--- src/rtl/fft_out_reorder.sv ---
// Ping-pong reorder buffer: takes bit-reversed FFT results and emits them in natural order.
// One bank is filled while the other is drained, so back-to-back frames stream without gaps.
module fft_out_reorder #(
    parameter int WIDTH = 19,
    parameter int N     = 32,
    parameter int LOG2N = 5
) (
    input  logic             clk,
    input  logic             rst,
    input  logic             in_valid,
    input  logic [WIDTH-1:0] in_r,
    input  logic [WIDTH-1:0] in_i,
    output logic             out_valid,
    output logic [WIDTH-1:0] out_r,
    output logic [WIDTH-1:0] out_i,
    output logic [LOG2N-1:0] out_idx,
    output logic             out_last
);

    typedef enum logic {IDLE, READ} state_t;

    localparam logic [LOG2N-1:0] LAST = LOG2N'(N - 1);
    localparam logic [LOG2N-1:0] ONE  = LOG2N'(1);

    logic [WIDTH-1:0] mem_r [2*N];
    logic [WIDTH-1:0] mem_i [2*N];

    state_t           state, state_next;
    logic [LOG2N-1:0] wcnt, rcnt;
    logic             wbank, rbank, rbank_next;
    logic [1:0]       bank_full, full_next;
    logic             rd_en, rd_bank, rd_last, wr_wrap;

    function automatic logic [LOG2N-1:0] bitrev(input logic [LOG2N-1:0] v);
        logic [LOG2N-1:0] r;
        for (int b = 0; b < LOG2N; b++) begin
            r[b] = v[LOG2N-1-b];
        end
        return r;
    endfunction

    always_ff @(posedge clk) begin
        if (in_valid) begin
            mem_r[{wbank, bitrev(wcnt)}] <= in_r;
            mem_i[{wbank, bitrev(wcnt)}] <= in_i;
        end
    end

    // A bank filling on this edge counts as full when deciding whether the read can chain into it.
    always_comb begin
        rd_en      = 1'b0;
        rd_bank    = rbank;
        rd_last    = 1'b0;
        state_next = state;
        rbank_next = rbank;
        full_next  = bank_full;
        wr_wrap    = in_valid && (wcnt == LAST);
        case (state)
            IDLE: begin
                if (bank_full[0]) begin
                    rd_en   = 1'b1;
                    rd_bank = 1'b0;
                end else if (bank_full[1]) begin
                    rd_en   = 1'b1;
                    rd_bank = 1'b1;
                end
            end
            READ:    rd_en = 1'b1;
            default: rd_en = 1'b0;
        endcase
        if (wr_wrap) begin
            full_next[wbank] = 1'b1;
        end
        if (rd_en) begin
            rd_last    = (rcnt == LAST);
            state_next = READ;
            rbank_next = rd_bank;
            if (rd_last) begin
                full_next[rd_bank] = 1'b0;
                rbank_next         = ~rd_bank;
                if (!full_next[~rd_bank]) begin
                    state_next = IDLE;
                end
            end
        end
    end

    always_ff @(posedge clk or negedge rst) begin
        if (!rst) begin
            state     <= IDLE;
            rbank     <= 1'b0;
            rcnt      <= '0;
            wcnt      <= '0;
            wbank     <= 1'b0;
            bank_full <= '0;
        end else begin
            state     <= state_next;
            rbank     <= rbank_next;
            bank_full <= full_next;
            if (in_valid) begin
                wcnt <= wcnt + ONE;
                if (wr_wrap) begin
                    wbank <= ~wbank;
                end
            end
            if (rd_en) begin
                rcnt <= rcnt + ONE;
            end
        end
    end

    always_ff @(posedge clk or negedge rst) begin
        if (!rst) begin
            out_valid <= 1'b0;
            out_r     <= '0;
            out_i     <= '0;
            out_idx   <= '0;
            out_last  <= 1'b0;
        end else begin
            out_valid <= rd_en;
            out_last  <= rd_last;
            if (rd_en) begin
                out_r   <= mem_r[{rd_bank, rcnt}];
                out_i   <= mem_i[{rd_bank, rcnt}];
                out_idx <= rcnt;
            end else begin
                out_r   <= '0;
                out_i   <= '0;
                out_idx <= '0;
            end
        end
    end

endmodule

--- config.mk ---
export PLATFORM = sky130hd
export DESIGN_NAME = fft_out_reorder
export DESIGN_NICKNAME = d
export VERILOG_FILES = /design/src/rtl/fft_out_reorder.sv
export SDC_FILE = /design/constraint.sdc
export NUM_CORES = 2
export LEC_CHECK = 0
export CORE_AREA = 2 2 467 515
export CTS_CLUSTER_DIAMETER = 120
export DETAILED_ROUTE_END_ITERATION = 10
export DIE_AREA = 0 0 469 517
export GPL_ROUTABILITY_DRIVEN = 1
export SLEW_MARGIN = 25
export SYNTH_ARGS = -nofsm -noshare
export SYNTH_HDL_FRONTEND = slang
export SYNTH_SLANG_ARGS = --single-unit
--- constraint.sdc ---
create_clock -name clk -period 6.24 [get_ports clk]
set_clock_uncertainty 0.2 [all_clocks]
set_input_delay 1.248 -clock clk [delete_from_list [all_inputs] [get_ports clk]]
set_output_delay 1.248 -clock clk [all_outputs]
set_load 0.01 [all_outputs]
==> summary.md <==
| Metric | Value |
|---|---|
| Fin area | `108,000 um2` |
| CTS sink count | `between 2,000 and 2,500` |
| CP Launch Type | `flip-flop` |
| Gpl congestion | `0.867` |
| Initial antenna violation count | `10` |
| CP Class | `flip-flop to flip-flop` |
| Fin crit share | `between 60 and 70%` |
| Maximum clock rate | `0.243 GHz` |
| CP cell instances | `buf_4, mux4_2, mux2i_1, a2111oi_0, a21o_1` |
| CP arrival | `~4700 ps` |
| Slew Viols, Final | `0` |
| Chip width | `between 400 and 500 um` |
| Overall global routing resource usage | `21.0%` |
| Async SR Flop Fraction | `2.41%` |
| First-pass GRT wire length | `355 mm` |
| Largest net degree at the start of global routing | `125` |
| Share of cells above drive strength 1 | `25.4%` |
| Place WS | `1570 ps` |
| Area after DPL | `100,000 um2` |
| Slew @ Worst Pin | `1220 ps` |
| EDFF count, synth | `between 2,000 and 2,500` |
| I/O Buffers | `between 80 and 90` |
| Vias in the first global route | `44,400` |
| First-pass DRT Iterations | `5` |
| Yosys reg bits | `2,492` |
| Filler cell count | `19,600` |
| DRC violations left | `0` |
| CP Max Fanout | `42` |
| Final Net Count | `4,426` |
| Initial Util | `39.8%` |
| I/O pin cnt | `86` |
| Post-Syn Instances | `roughly 4,100` |
| Vias | `44,600` |
| Vias per inst | `5.78` |
| Mapped Nets | `roughly 4,200` |
| Core outline area | `approximately 240,000 um2` |
| Worst hold margin | `around 410 ps` |
| Setup TNS | `0 ps` |
| Clock latency at the later pin of the worst-skew pair | `870 ps` |
| MaxCap Viol Count | `0` |
| Hold Fails Final Rpt | `0` |
| Leakage | `33.7 nW` |
| Cts bufs inserted | `226` |
| Status | `completed` |
| PwrDens | `roughly 440 nW/um2` |
| Peak VDD IR | `0.293 mV` |
| Antenna Nets Post-Route | `0` |
| Dpl hpwl | `152 mm` |
| Die Span Y | `517 um` |
| H-tree depth | `4` |
| Avg Synthesized Cell Area | `22.8 um2` |
| Area grow syn2layout | `13.7%` |
| DR iter-0 viols | `roughly 5,400` |
| Area of the multi-input gates | `19,300 um2` |
| Total power | `47.6 mW` |
| Endpoints failing setup | `0` |
| Cell Rows | `188` |
| Slowest stage delay, CP | `1060 ps` |
| Critical path required time | `6810 ps` |
| FF+latch area | `between 70,000 and 80,000 um2` |
| Dominant synthesized flop cell | `edfxtp_1` |
| Mapped Area | `94,600 um2` |
| Setup Fix Bufs, Post-CTS | `0` |
| Post-synthesis sequential area ratio | `roughly four fifths` |
| Critical Path End Type | `flip-flop` |
| WL/cell | `33.0 um` |
| Smallest setup slack after layout | `2120 ps` |
| Clk pin slew, worst setup/hold paths | `roughly 60 ps` |
| Slew margin rel. | `18.5%` |
| Post-CTS Resized | `0` |
| CTS tree | `built` |
| Post-synthesis cell type count | `45` |
| Min Tclk post-route | `4120 ps` |
| RSZ-0062 raised after global routing | `false` |
| Hold Path Class | `flip-flop to flip-flop` |
| Critical-path top delay cell | `dfrtp_4` |
| Synth warn | `0` |
| Worst-case clock buffer depth | `3` |
| Total Routed Length | `approximately 250 mm` |
| Root buf cell | `clkbuf_16` |
| Die Area | `242,000 um2` |
| Grt total ovfl | `0` |
worst max-delay path, delay by kind of cell (launching register included):
kind,cells,cell delay [ps]
multiplexers,2,1360
AO/OA/AOI/OAI,2,490
buffers and inverters,1,810
flip-flops,1,1060
flip-flops by register name, indices dropped and copies added (netlist names):
| name | flops |
|---|---|
| mem_i | 1216 |
| mem_r | 1216 |
| out_i | 19 |
| out_r | 19 |
| out_idx | 5 |
| rcnt | 5 |
| wcnt | 5 |
| bank_full | 2 |
| out_last | 1 |
| out_valid | 1 |
| rbank | 1 |
| state | 1 |
| wbank | 1 |
metal layers:
layer,vias to the layer above,GRT usage [%],part of all wire [%],wire [um]
li1,18200,-,-,-
met1,24300,28.0,39,100000
met2,1799,34.5,50,126000
met3,335,3.64,7.0,17900
met4,8,8.03,4.1,10300
met5,-,0,0.016,41
cell families after synthesis:
kind of cell,Yosys count,share of synthesized area (%)
flops,2492,78.8
mux,847,16.1
simple gates,143,0.671
xor+xnor,8,0.0741
fa+ha+maj,4,0.0529
buf+inv,240,1.41
compound gates,407,2.91
layout by cell type (no fill, tap or decap), types with 4 or more instances in the layout:
cell / count
mux2i_1: 308
diode_2: 4
ha_1: 4
a21oi_1: 92
and2_1: 6
clkinvlp_4: 6
o21ai_1: 7
bufinv_16: 26
buf_2: 7
clkbuf_16: 229
a211oi_2: 13
a22oi_1: 11
o22ai_1: 44
a211oi_1: 24
clkdlybuf4s50_1: 46
clkinv_1: 45
dfrtp_1: 55
mux4_2: 537
dfrtp_4: 4
xnor2_1: 6
o21ai_0: 74
edfxtp_1: 2432
nor2_4: 62
buf_4: 174
clkbuf_8: 4
clkbuf_1: 46
a2111oi_0: 6
nor2b_1: 5
clkinv_16: 8
a22o_1: 17
o221ai_1: 90
nand2_1: 19
buf_12: 20
nand3_1: 11
clkinv_2: 50
nor2_1: 17
a32o_1: 16
synth_stat cells, types with 6 or more instances:
master | count | share of area (%)
o221ai_1 | 90 | 0.83
a22oi_1 | 11 | 0.087
nor2b_1 | 7 | 0.046
mux4_2 | 537 | 13
buf_1 | 26 | 0.10
a22o_1 | 17 | 0.16
nand3_1 | 12 | 0.064
a21oi_1 | 93 | 0.49
nand2_1 | 21 | 0.083
edfxtp_1 | 2432 | 77
o22ai_1 | 44 | 0.29
clkbuf_1 | 79 | 0.31
buf_4 | 62 | 0.49
buf_2 | 53 | 0.28
and2_1 | 7 | 0.046
o21ai_0 | 78 | 0.41
dfrtp_1 | 60 | 1.6
mux2i_1 | 308 | 3.3
a32o_1 | 16 | 0.17
nor2_1 | 79 | 0.31
buf_6 | 11 | 0.13
a211oi_1 | 37 | 0.29
xnor2_1 | 6 | 0.056
a2111oi_0 | 6 | 0.056
report_power, final:
group          total [mW]  switching (mW)  internal, mW  leakage, nW
logic                13.6            8.34          5.30         7.42
registers            19.9           0.660          19.2         22.6
clock network        14.1            6.18          7.89         3.68
stage by stage:
stage,cells,util [%]
after floorplan,4141,-
after global placement,7286,42.1
after detailed placement,7287,42.1
after CTS,7711,45.3
after global routing,7712,45.3
final,7715,45.3
path summary, 6_finish.rpt:
| kind | startpoint | to | slack [ps] | depth (start not counted) |
|---|---|---|---|---|
| worst max-delay path | rcnt[0]$_DFFE_PN0N_ | out_i[18]$_DFF_PN0_ | 2120 | 5 |
| worst min-delay path | bank_full[0]$_DFF_PN0_ | bank_full[0]$_DFF_PN0_ | 410 | 2 |
| worst max register to register | rcnt[0]$_DFFE_PN0N_ | out_i[18]$_DFF_PN0_ | 2120 | 5 |
| worst min register to register | bank_full[0]$_DFF_PN0_ | bank_full[0]$_DFF_PN0_ | 410 | 2 |
| max in group asynchronous | rst | rcnt[3]$_DFFE_PN0N_ | 4090 | 3 |
| min in group asynchronous | rst | out_i[5]$_DFF_PN0_ | 630 | 2 |
timing repair:
action                                  4_1_cts  5_1_grt
endpoints found under the setup margin        0        0
hold endpoints to repair                      6        0
hold buffers                                  1        0
layout make-up:
class | instances | share of cell area (%)
clock buffer | 279 | 5.54
clock inverter | 144 | 1.49
inverter | 4 | 0.0140
antenna | 4 | 0.00931
sequential | 2492 | 69.3
timing repair buffer | 248 | 2.06
tap | 3135 | 3.65
multi-input combinational | 1409 | 17.9
Note: power is estimated with default switching activity, not from simulation.
